===== config.mk =====
export PLATFORM = sky130hd
export DESIGN_NAME = conv_pos_gen
export DESIGN_NICKNAME = d
export VERILOG_FILES = /design/src/rtl/conv_pkg.sv /design/src/rtl/conv_pos_axis_cnt.sv /design/src/rtl/conv_pos_gen.sv
export SDC_FILE = /design/constraint.sdc
export NUM_CORES = 1
export LEC_CHECK = 0
export ABC_CLOCK_PERIOD_IN_PS = 4400
export BUFFER_PORTS_ARGS = -buffer_cell sky130_fd_sc_hd__buf_2
export CAP_MARGIN = 25
export CORE_UTILIZATION = 54
export DETAILED_ROUTE_END_ITERATION = 10
export PLACE_DENSITY = 0.77
export SYNTH_ARGS = -nofsm -noshare
export SYNTH_HDL_FRONTEND = slang
export SYNTH_SLANG_ARGS = --single-unit

===== constraint.sdc =====
create_clock -name clk -period 4.4 [get_ports clk]
set_input_delay 0.66 -clock clk [delete_from_list [all_inputs] [get_ports clk]]
set_output_delay 0.66 -clock clk [all_outputs]
set_load 0.01 [all_outputs]

===== src/rtl/conv_pkg.sv =====
// Shared types for the convolution front end: image limits, axis counter types,
// the 5x5 tap-inside-image mask and the position-generator state encoding.
package conv_pkg;

    localparam int unsigned IMAGE_MAX_W = 4096;
    localparam int unsigned IMAGE_MAX_H = 4096;
    localparam int unsigned COL_W       = $clog2(IMAGE_MAX_W + 1);
    localparam int unsigned ROW_W       = $clog2(IMAGE_MAX_H + 1);

    typedef logic [COL_W-1:0] col_t;
    typedef logic [ROW_W-1:0] row_t;

    // 1 = tap lies inside the image, 0 = off-image (datapath pads)
    typedef struct packed {
        logic w2;
        logic w1;
        logic e1;
        logic e2;
        logic n2;
        logic n1;
        logic s1;
        logic s2;
    } kernel_pos_t;

    typedef enum logic [0:0] {
        IDLE = 1'b0,
        RUN  = 1'b1
    } pos_gen_state_t;

endpackage


===== src/rtl/conv_pos_axis_cnt.sv =====
// One image axis: position counter, latched axis size and registered
// boundary flags (lo = towards index 0, hi = towards size-1).
// All flags are forced low while the generator is not producing descriptors.
module conv_pos_axis_cnt #(
    parameter int unsigned SIZE_W = 13
) (
    input  logic              clk,
    input  logic              rst,
    input  logic              load,
    input  logic              adv,
    input  logic              act_d,
    input  logic [SIZE_W-1:0] size_in,
    output logic              lo1_q,
    output logic              lo2_q,
    output logic              hi1_q,
    output logic              hi2_q,
    output logic              first_c,
    output logic              last_c
);

    // Two extra bits so cnt+3 cannot wrap even at the maximum size
    localparam int unsigned EXT_W = SIZE_W + 2;

    logic [SIZE_W-1:0] cnt_q, cnt_d;
    logic [SIZE_W-1:0] size_q, size_d;
    logic              last_q;
    logic              lo1_d, lo2_d, hi1_d, hi2_d;
    logic [EXT_W-1:0]  cnt_x, size_x;

    // Next count, next size and the flags that describe the next position
    always_comb begin
        size_d = size_q;
        cnt_d  = cnt_q;
        if (load) begin
            size_d = size_in;
            cnt_d  = '0;
        end else if (adv) begin
            cnt_d = last_q ? '0 : cnt_q + SIZE_W'(1);
        end
        cnt_x   = EXT_W'(cnt_d);
        size_x  = EXT_W'(size_d);
        lo1_d   = act_d && (cnt_x >= EXT_W'(1));
        lo2_d   = act_d && (cnt_x >= EXT_W'(2));
        hi1_d   = act_d && ((cnt_x + EXT_W'(2)) <= size_x);
        hi2_d   = act_d && ((cnt_x + EXT_W'(3)) <= size_x);
        first_c = act_d && (cnt_d == '0);
        last_c  = act_d && ((cnt_x + EXT_W'(1)) == size_x);
    end

    // Axis state registers
    always_ff @(posedge clk or posedge rst) begin
        if (rst) begin
            cnt_q  <= '0;
            size_q <= '0;
            last_q <= 1'b0;
            lo1_q  <= 1'b0;
            lo2_q  <= 1'b0;
            hi1_q  <= 1'b0;
            hi2_q  <= 1'b0;
        end else begin
            cnt_q  <= cnt_d;
            size_q <= size_d;
            last_q <= last_c;
            lo1_q  <= lo1_d;
            lo2_q  <= lo2_d;
            hi1_q  <= hi1_d;
            hi2_q  <= hi2_d;
        end
    end

endmodule


===== src/rtl/conv_pos_gen.sv =====
// Raster-order window-position generator for the 5x5 convolution datapath.
// Emits one kernel_pos_t descriptor per centre pixel over valid/ready.
// Optional build macro CONV_POS_GEN_CFG_CHECK_EN: rejects illegal frame sizes
// at start and reports them on cfg_err.
module conv_pos_gen
    import conv_pkg::*;
(
`ifdef CONV_POS_GEN_CFG_CHECK_EN
    output logic        cfg_err,
`endif
    input  logic        clk,
    input  logic        rst,
    input  col_t        cfg_w,
    input  row_t        cfg_h,
    input  logic        start,
    output logic        busy,
    output logic        done,
    output logic        out_vld,
    input  logic        out_rdy,
    output kernel_pos_t out_pos,
    output logic        out_sol,
    output logic        out_eol,
    output logic        out_sof,
    output logic        out_eof
);

    pos_gen_state_t state_q, state_d;
    logic busy_q, busy_d;
    logic done_q, done_d;
    logic vld_q, vld_d;
    logic sol_q, sol_d, eol_q, eol_d, sof_q, sof_d, eof_q, eof_d;
    logic start_acc, act_d, xfer, cfg_ok;
    logic col_lo1, col_lo2, col_hi1, col_hi2, col_first_c, col_last_c;
    logic row_lo1, row_lo2, row_hi1, row_hi2, row_first_c, row_last_c;

    assign xfer = vld_q && out_rdy;

`ifdef CONV_POS_GEN_CFG_CHECK_EN
    logic cfg_err_q, cfg_err_d;

    // Frame size must be non-zero and within the counter range
    assign cfg_ok = (cfg_w != '0) && (cfg_h != '0) &&
                    (cfg_w <= COL_W'(IMAGE_MAX_W)) && (cfg_h <= ROW_W'(IMAGE_MAX_H));

    // Rejected-start pulse
    always_comb begin
        cfg_err_d = 1'b0;
        if ((state_q == IDLE) && start && !cfg_ok) begin
            cfg_err_d = 1'b1;
        end
    end

    // Rejected-start register
    always_ff @(posedge clk or posedge rst) begin
        if (rst) begin
            cfg_err_q <= 1'b0;
        end else begin
            cfg_err_q <= cfg_err_d;
        end
    end

    assign cfg_err = cfg_err_q;
`else
    assign cfg_ok = 1'b1;
`endif

    // Frame FSM and next values of the registered stream outputs
    always_comb begin
        state_d   = state_q;
        start_acc = 1'b0;
        done_d    = 1'b0;
        case (state_q)
            IDLE: begin
                if (start && cfg_ok) begin
                    state_d   = RUN;
                    start_acc = 1'b1;
                end
            end
            RUN: begin
                if (xfer && eof_q) begin
                    state_d = IDLE;
                    done_d  = 1'b1;
                end
            end
            default: state_d = IDLE;
        endcase
        act_d  = (state_d == RUN);
        busy_d = act_d;
        vld_d  = act_d;
        sol_d  = col_first_c;
        eol_d  = col_last_c;
        sof_d  = col_first_c && row_first_c;
        eof_d  = col_last_c && row_last_c;
    end

    // Control and flag registers
    always_ff @(posedge clk or posedge rst) begin
        if (rst) begin
            state_q <= IDLE;
            busy_q  <= 1'b0;
            done_q  <= 1'b0;
            vld_q   <= 1'b0;
            sol_q   <= 1'b0;
            eol_q   <= 1'b0;
            sof_q   <= 1'b0;
            eof_q   <= 1'b0;
        end else begin
            state_q <= state_d;
            busy_q  <= busy_d;
            done_q  <= done_d;
            vld_q   <= vld_d;
            sol_q   <= sol_d;
            eol_q   <= eol_d;
            sof_q   <= sof_d;
            eof_q   <= eof_d;
        end
    end

    // Column axis advances on every transfer, maps to west/east taps
    conv_pos_axis_cnt #(.SIZE_W(COL_W)) u_col (
        .clk     (clk),
        .rst     (rst),
        .load    (start_acc),
        .adv     (xfer),
        .act_d   (act_d),
        .size_in (cfg_w),
        .lo1_q   (col_lo1),
        .lo2_q   (col_lo2),
        .hi1_q   (col_hi1),
        .hi2_q   (col_hi2),
        .first_c (col_first_c),
        .last_c  (col_last_c)
    );

    // Row axis advances on end-of-line transfers, maps to north/south taps
    conv_pos_axis_cnt #(.SIZE_W(ROW_W)) u_row (
        .clk     (clk),
        .rst     (rst),
        .load    (start_acc),
        .adv     (xfer && eol_q),
        .act_d   (act_d),
        .size_in (cfg_h),
        .lo1_q   (row_lo1),
        .lo2_q   (row_lo2),
        .hi1_q   (row_hi1),
        .hi2_q   (row_hi2),
        .first_c (row_first_c),
        .last_c  (row_last_c)
    );

    // Mask is a plain regrouping of the registered axis flags
    always_comb begin
        out_pos    = '0;
        out_pos.w2 = col_lo2;
        out_pos.w1 = col_lo1;
        out_pos.e1 = col_hi1;
        out_pos.e2 = col_hi2;
        out_pos.n2 = row_lo2;
        out_pos.n1 = row_lo1;
        out_pos.s1 = row_hi1;
        out_pos.s2 = row_hi2;
    end

    assign busy    = busy_q;
    assign done    = done_q;
    assign out_vld = vld_q;
    assign out_sol = sol_q;
    assign out_eol = eol_q;
    assign out_sof = sof_q;
    assign out_eof = eof_q;

endmodule


==> results.toml, run 1 <==
[place]
post-dp-hpwl_um = 13640
placed_cells = 890
port_buffers = 44
gp_congestion = 1.008

[timing]
slew_violations = 0
slew_headroom_pct = 37.77
fmax_mhz = 241.1
whs_ps = 279.5
timing.final.hold_violations = 0
finClkSkew_ps = 6.583
tightest_slew_ps = 933.4
setup_viol = 0
fin_crit_ps = 4147
rsz0062_at_grt = "false"
fin_crit_sh_pct = 94.26

[global_routing]
grt_start_max_net_pins = 47
grt_pass1_wl_um = 28590
grt.total_usage_pct = 31.47
grt_overflow = 0
grt_pass1_vias = 5563
antenna_found_initial = 0

[detailed_routing]
drc = 0
first_pass_iters = 5
wl_per_cell_um = 19.44
wl_um = 17630
drt_iter0_markers = 425
drtAntennaViolNets = 0
vias = 5637
vias_per_cell = 6.215

[clocking]
clk_latency_ps = 340
cts_resized = 0
ctsHoldBuffers = 0
cts_tree = "yes"
cts_inserted_buffers = 9
root_buffer = "clkbuf_16"
cts-htree-levels = 3
clk_path_buf_depth = 2
post_cts_buffers = 0
cts.sinks = 67
clk_pin_slew_ps = 60

[cells_and_area]
multi_input_area_mm2 = 0.004233
drive_above_1_share_pct = 17.08
syn2layout_area_growth_pct = 13.24
fin_util_pct = 63.95
layout.area.seq_mm2 = 0.001679
nets = 862
n_fill_cell = 939
fin_cells = 907
num_antenna_cells = 0

[critical_path]
cp.arrival_ps = 4380
cp-end-kind = "flop"
worstPathRequired_ps = 4630
path_max_fanout = 17
critical_path_class = "input pin to flop"
critPathLaunchType = "input pin"

[yosys]
syn_area_mm2 = 0.006230
async_flop_share_pct = 100.0
synth_seq_cells = 67
postSynthCellCount = 703
synthTopCellsByCount = "ha_1 (70), dfrtp_1 (67), xnor2_1 (59), nand2_1 (55), inv_1 (47)"
ys_seq_area_share_pct = 26.91
synth_cell_types = 67
syn_area_per_cell_um2 = 8.862
synth_top_cell_area_share_pct = 26.91
ys_warn_count = 0
synth_area_leaders = "dfrtp_1 (27%), ha_1 (14%), xnor2_1 (8.3%)"
syn-num-nets = 803
ys.flop_type = "dfrtp_1"
synth.most_common_cell = "ha_1"
synth_top_area_cell = "dfrtp_1"
synth_edf_count = 0

[power]
leakagePower_nw = 3.368
power.density_mw_per_mm2 = 371.9
irDropWorstVdd_mv = 0.2101

[floorplan]
rows = 38
io_pins = 45
initial_utilization_pct = 56.48
dieArea_mm2 = 0.01197
die_y_um = 109.4
core_mm2 = 0.01103
die_x_um = 109.4

[outcome]
status = "completed"

[min_path]
hold_class = "input pin to async pin"

[job]
maxCapViolCount = 0
-- logic make-up (layout without fill, tap and decap cells) --
group | Yosys count | count (layout) | synth area share (%)
AOI/OAI and AO/OA | 117 | 117 | 13.16
xor gates and xnor gates | 75 | 75 | 10.77
adders and majority gates | 70 | 70 | 14.06
buffers and inverters | 79 | 143 | 5.724
DFF | 67 | 67 | 26.91
muxes | 35 | 35 | 5.885
and+or+nand+nor | 260 | 260 | 23.50
-- report_power, final --
group | switching, mW | total (mW) | internal [mW]
clock network | 0.277 | 0.771 | 0.494
logic | 0.634 | 1.10 | 0.464
registers | 0.0654 | 0.755 | 0.690
total | 0.976 | 2.62 | 1.65
-- cell usage in the layout (no fill, tap or decap), drive strengths merged, types with 11 or more instances in the layout --
cell type   n
a21oi      25
buf        74
clkbuf     11
dfrtp      67
ha         70
inv        53
mux2i      34
nand2      56
nand3      28
nand4      20
nor2       38
nor2b      14
nor3       22
nor4       21
o21a       21
o21ai      18
or3        11
xnor2      59
xor2       15
-- area by class of cell --
type / count / share of cell area [%]
clock inverter: 5 / 1.100
clock buffer: 11 / 3.299
timing repair buffer: 74 / 6.492
inverter: 53 / 2.820
multi-input combinational: 557 / 60.00
tap: 140 / 2.483
sequential: 67 / 23.80
-- path summary, 6_finish.rpt --
kind,endpoint,cells past startpoint,slack (ps),from
min in group clk,u_row.size_q[0],2,520,u_row.size_q[0]
max in group asynchronous,out_vld,4,3240,rst
setup / recovery,u_row.hi2_q,17,250,out_rdy
setup reg to reg,u_col.hi1_q,16,280,u_col.cnt_q[1]
hold reg to reg,u_row.size_q[0],2,520,u_row.size_q[0]
hold / removal,u_row.hi1_q,2,280,rst
-- sequential cells by signal, summed over array words and instances (netlist names), 13 cells and up --
register and count:
u_row.size_q 13, u_row.cnt_q 13, u_col.size_q 13, u_col.cnt_q 13
-- critical path: stages --
cell	delay (ps)
buf_2	250
nor4bb_1	330
o21a_1	250
or2_2	240
inv_1	120
ha_1	280
nor2_2	230
nand4_1	180
xnor2_1	260
ha_1	290
a21oi_1	170
nor2b_1	60
o21ai_0	270
o211ai_1	140
a211oi_1	260
a21oi_1	110
a211oi_1	260
-- per-stage QoR --
stage	worst slack [ps]	instance area [um^2]	power, mW	setup TNS (ps)
CTS	131.6	6998	2.601	0
floorplan	520.4	6230	1.525	0
detailed placement	-40.64	6688	1.823	-40.64
finish	252.5	7054	2.623	0
global placement	47.50	6688	1.782	0
global route	16.12	7054	2.774	0
-- per-layer routing --
| layer | GRT usage [%] | wire, um | vias to the layer above |
|---|---|---|---|
| li1 | - | - | 2655 |
| met1 | 45.86 | 8375 | 2702 |
| met2 | 46.41 | 7608 | 248 |
| met3 | 6.402 | 1334 | 32 |
| met4 | 10.19 | 312 | 0 |
| met5 | 0 | 0 | - |
(Power assumes the default switching activity.)
==> run 2, diff against run 1 <==
CELL_PAD_IN_SITES_DETAIL_PLACEMENT = 1   (was unset)
CELL_PAD_IN_SITES_GLOBAL_PLACEMENT = 1   (was unset)
CORE_UTILIZATION = 48   (was 54)
PLACE_DENSITY = 0.86   (was 0.77)
==> run 2 against run 1 <==
- non-clock buffer count fell by 4
- critical path depth unchanged
- final cell count grew 3.1%
- highest routed layer unchanged
- maximum frequency fell by 2.5%
- combinational power increased by 5%
- sequential power increased by 0.9%
- design area barely moved
==> results.toml, run 2 (synthesis gave the netlist of run 1 again) <==
[critical_path]
crit_path_max_incr_delay_ps = 510
cp-end-kind = "flop"
path_max_fanout = 10
cp.arrival_ps = 4480
regToRegSetupSlack_ps = 140
critical_path_class = "flop to flop"
endpoint = "u_col.hi2_q"
cp_slowest_cell = "or4b_1"
timing.rr.end = "u_col.hi2_q"
reg2reg_depth = 17
r2r-start = "u_col.cnt_q[0]"
critPathLaunchType = "flop"
crit_start = "u_col.cnt_q[0]"
cp_cell_sequence = "ha_4 -> inv_2 -> or4b_1 -> a31o_2 -> inv_2 -> ha_1 -> a21oi_1 -> a211o_1 -> nor2_2 -> nand2_1 -> xnor2_1 -> ha_1 -> nand4_1 -> nor2_1 -> nand2_1 -> o32a_1 -> a221oi_1"
worstPathRequired_ps = 4620

[detailed_routing]
vias_per_cell = 6.173
wl_um = 20980
drt-met1-wl_um = 9299
drc = 0
highest_layer = "met4"
met3_length_um = 1456
wl_per_cell_um = 22.44
wl_met2_um = 9911
drtAntennaViolNets = 0
vias = 5772
first_pass_iters = 5
drt_iter0_markers = 534

[place]
placed_cells = 919
port_buffers = 44
dpl_cell_area_mm2 = 0.006718
dp_slack_ps = -17.64
post-dp-hpwl_um = 15800
gp_congestion = 0.9277

[clocking]
clk_path_buf_depth = 2
clk_latency_ps = 340
root_buffer = "clkbuf_16"
cts_inserted_buffers = 9
ctsHoldBuffers = 0
cts_tree = "yes"
cts-htree-levels = 3
cts.sinks = 67
post_cts_buffers = 0
cts_resized = 1
clk_pin_slew_ps = 60

[global_routing]
grt_overflow = 0
antenna_found_initial = 0
grt.total_usage_pct = 33.15
grt_pass1_wl_um = 33380
grt_pass1_vias = 6050
grt_start_max_net_pins = 38

[cells_and_area]
fin_cells = 935
layout_common_cells = "ha_1 (69), dfrtp_1 (64), xnor2_1 (59)"
layout_commonest_cell = "ha_1"
syn2layout_area_growth_pct = 13.14
nets = 858
final_area_mm2 = 0.007048
num_antenna_cells = 0
fin_util_pct = 55.85
drive_above_1_share_pct = 16.38

[floorplan]
die_y_um = 115.9
core_mm2 = 0.01262
die_x_um = 115.9
initial_utilization_pct = 49.37
dieArea_mm2 = 0.01344
rows = 41
io_pins = 45

[timing]
tightest_slew_ps = 1046
fmax_mhz = 235.0
fin_crit_ps = 4256
fin_crit_sh_pct = 96.72
slew_headroom_pct = 30.29
timing.final.hold_violations = 0
finClkSkew_ps = 10.89
slew_violations = 0
fin_ws_ps = 144.2
setup_viol = 0

[power]
irDropWorstVdd_mv = 0.3047
power.total_mw = 2.675
leakagePower_nw = 3.358
power.density_mw_per_mm2 = 379.6

[outcome]
status = "completed"

[job]
maxCapViolCount = 0

[min_path]
hold_class = "input pin to async pin"
-- run 2: changes by cell type in the layout (fill, tap and decap cells not counted), sizes merged --
cell,delta
buf,-4
bufinv,-1
clkbuf,+1
clkinv,+1
clkinvlp,-1
-- run 2: layer usage --
layer	track usage (%)	up-vias
met5	0	-
met1	45.14	2894
met2	54.44	210
met3	5.335	32
met4	9.145	0
li1	-	2636
-- run 2: power by group --
part	switching, mW	internal, mW
Combinational	0.695	0.465
Sequential	0.0711	0.691
Clock	0.285	0.469
-- run 2: area by class of cell --
cell class / count / area [um^2]
multi-input cells: 557 / 4220
repair buffers: 70 / 427.9
clock buffers: 12 / 256.5
fillers: 1535 / 5572
clock inverters: 4 / 48.80
well taps: 172 / 215.2
flip-flops and latches: 67 / 1680
inverters: 53 / 198.9
-- run 2: critical path: cells and delay by family (launching register included) --
family / cells / cell delay [ps]
simple gates: 6 / 1170
fa+ha+maj: 3 / 710
buf+inv: 2 / 230
flops: 1 / 450
compound gates: 5 / 1420
xor+xnor: 1 / 140
-- run 2: worst min-delay path by stage --
| stage | start | endpoint | cells after the start | slack, ps |
|---|---|---|---|---|
| after floorplan | u_col.size_q[0] | u_col.size_q[0] | 2 | 470 |
| after global routing | rst | u_col.cnt_q[11] | 2 | 570 |
| after global placement | u_row.size_q[0] | u_row.size_q[0] | 2 | 500 |
| after CTS | rst | u_row.cnt_q[10] | 2 | 510 |
| final | rst | u_row.cnt_q[7] | 2 | 490 |
| after detailed placement | u_row.size_q[0] | u_row.size_q[0] | 2 | 520 |
-- run 2: stage by stage --
step	setup TNS, ps	hold slack (ps)
final	0	488.4
after global routing	-14.27	566.1
after CTS	0	509.0
after detailed placement	-25.90	522.1
after global placement	0	502.7
after floorplan	0	471.4
==> run 3, diff against run 2 <==
CORE_ASPECT_RATIO = 0.75   (was unset)
SYNTH_HIERARCHICAL = 1   (was unset)
==> run 3 against run 2 <==
- clock-buffer cell count down 2
- die area decreased by 4.2%
- first-iteration DRC count fell by 9.2%
- clock power down 0.9%
- total power is 6.4% lower
- non-clock buffer count up 11
- worst setup slack gained 92 ps
- flip-flop and latch count is 1 higher
- hold slack worse by 240 ps
- largest power group unchanged
- highest routed layer unchanged
==> results.toml, run 3 <==
[yosys]
ys_warn_count = 6
ys_seq_area_share_pct = 28.55
postSynthCellCount = 654
synth_cell_types = 64
synth_top_cell_area_share_pct = 28.55
syn_area_mm2 = 0.005959
async_flop_share_pct = 100.0
synth_area_leaders = "dfrtp_1 (29%), ha_1 (15%), xnor2_1 (10%)"
synthTopCellsByCount = "ha_1 (70), dfrtp_1 (68), xnor2_1 (68), nand2_1 (51), inv_1 (44)"
synth.most_common_cell = "ha_1"
ys.flop_type = "dfrtp_1"
synth_top_area_cell = "dfrtp_1"
syn-num-nets = 754
synth_edf_count = 0
syn_area_per_cell_um2 = 9.112
synth_seq_cells = 68

[timing]
setup_viol = 0
fin_crit_sh_pct = 94.63
fmax_mhz = 240.2
timing.final.hold_violations = 0
slew_violations = 0
rsz0062_at_grt = "false"
fin_crit_ps = 4164
slew_headroom_pct = 53.17
finClkSkew_ps = 11.02
tightest_slew_ps = 699.9
whs_ps = 250.8

[place]
placed_cells = 875
port_buffers = 44
post-dp-hpwl_um = 14840
gp_congestion = 0.9502

[global_routing]
grt.total_usage_pct = 32.24
grt_pass1_wl_um = 30820
grt_start_max_net_pins = 32
grt_overflow = 0
grt_pass1_vias = 5608
antenna_found_initial = 2

[floorplan]
dieArea_mm2 = 0.01287
rows = 34
die_x_um = 130.7
initial_utilization_pct = 50.39
core_mm2 = 0.01183
die_y_um = 98.50
io_pins = 45

[clocking]
clk_pin_slew_ps = 70
cts_inserted_buffers = 9
root_buffer = "clkbuf_16"
cts-htree-levels = 3
cts_tree = "yes"
ctsHoldBuffers = 0
clk_latency_ps = 350
cts.sinks = 68
clk_path_buf_depth = 2

[min_path]
hold_class = "input pin to async pin"

[outcome]
status = "completed"

[critical_path]
critical_path_class = "flop to flop"
cp.arrival_ps = 4420
cp-end-kind = "flop"
worstPathRequired_ps = 4650
critPathLaunchType = "flop"
path_max_fanout = 7

[detailed_routing]
drtAntennaViolNets = 0
vias_per_cell = 6.036
drc = 0
wl_um = 19250
first_pass_iters = 7
vias = 5384
wl_per_cell_um = 21.58
drt_iter0_markers = 485

[cells_and_area]
drive_above_1_share_pct = 17.83
syn2layout_area_growth_pct = 14.28
nets = 824
fin_cells = 892
layout_common_cells = "ha_1 (70), dfrtp_1 (68), xnor2_1 (68)"
layout_commonest_cell = "ha_1"

[power]
irDropWorstVdd_mv = 0.2253
power.total_mw = 2.505
power.density_mw_per_mm2 = 367.8
leakagePower_nw = 3.242

[job]
maxCapViolCount = 0
-- run 3: cell count changes in the layout (fill, tap and decap cells not counted), sizes merged, moves of 6 or more --
cell,before,now
nand4,20,28
a21oi,25,36
nor2b,14,4
o21a,21,0
a21o,3,19
xnor2,59,68
buf,70,81
nor3,22,10
mux2i,34,28
nor4,21,11
inv,53,46
-- run 3: what timing repair did --
action	CTS	global route
setup buffers	0	0
resized for setup	0	3
endpoints found under the setup margin	0	1
-- run 3: critical path: stages, from the launching register on --
cell and delay (ps):
dfrtp_1 480, ha_1 350, a21bo_2 230, a221o_1 360
inv_1 200, ha_1 300, and4_1 390, xnor2_1 130
ha_1 330, nand4_1 170, nor2_1 80, a211oi_1 380
o21ai_0 150, a21oi_1 170, o21ai_0 110, a211oi_1 230
-- run 3: path summary, 6_finish.rpt --
check | from | endpoint | slack [ps] | cells past startpoint
max in group asynchronous | rst | u_row/size_q[2] | 3430 | 3
min | rst | out_eof | 250 | 2
min reg2reg | u_col/size_q[0] | u_col/size_q[0] | 550 | 1
min in group clk | u_col/size_q[0] | u_col/size_q[0] | 550 | 1
max reg2reg | u_col/cnt_q[0] | u_col/hi1_q | 240 | 15
max | u_col/cnt_q[0] | u_col/hi1_q | 240 | 15
-- run 3: cell type report --
| type | instances | area (um^2) |
|---|---|---|
| sequential | 68 | 1702 |
| clock inverter | 6 | 63.81 |
| multi-input combinational | 519 | 3944 |
| fill | 1414 | 5016 |
| tap | 162 | 202.7 |
| antenna | 1 | 2.502 |
| clock buffer | 10 | 229.0 |
| inverter | 45 | 168.9 |
| timing repair buffer | 81 | 498.0 |
-- run 3: layer usage --
| layer | track usage (%) | up-vias | part of all wire [%] |
|---|---|---|---|
| li1 | - | 2464 | - |
| met1 | 44.93 | 2707 | 47 |
| met2 | 47.74 | 180 | 43 |
| met3 | 9.121 | 33 | 7.4 |
| met4 | 10.88 | 0 | 2.2 |
| met5 | 0 | - | 0 |
-- run 3: cell families (layout without fill, tap and decap cells) --
| family | Yosys count | count (layout) | synth area share, % |
|---|---|---|---|
| simple gates | 231 | 231 | 21.71 |
| fa+ha+maj | 70 | 70 | 14.70 |
| compound gates | 101 | 101 | 11.38 |
| mux | 30 | 30 | 5.207 |
| other cells | 0 | 1 | 0 |
| buf+inv | 67 | 142 | 5.437 |
| flops | 68 | 68 | 28.55 |
| xor+xnor | 87 | 87 | 13.02 |
-- run 3: per-stage QoR --
stage	setup WS (ps)	util (%)	area, um^2	TNS, ps
after CTS	172.6	57.48	6798	0
after global routing	60.10	57.56	6808	0
after global placement	116.8	55.00	6505	0
final	236.4	57.59	6810	0
after floorplan	205.0	-	5959	0
after detailed placement	-84.03	55.00	6505	-84.03
-- run 3: power by group --
group	switching, mW	internal [mW]	leakage, nW
Combinational	0.587	0.406	2.24
Clock	0.308	0.439	0.139
Sequential	0.0700	0.695	0.864
Total	0.965	1.54	3.24
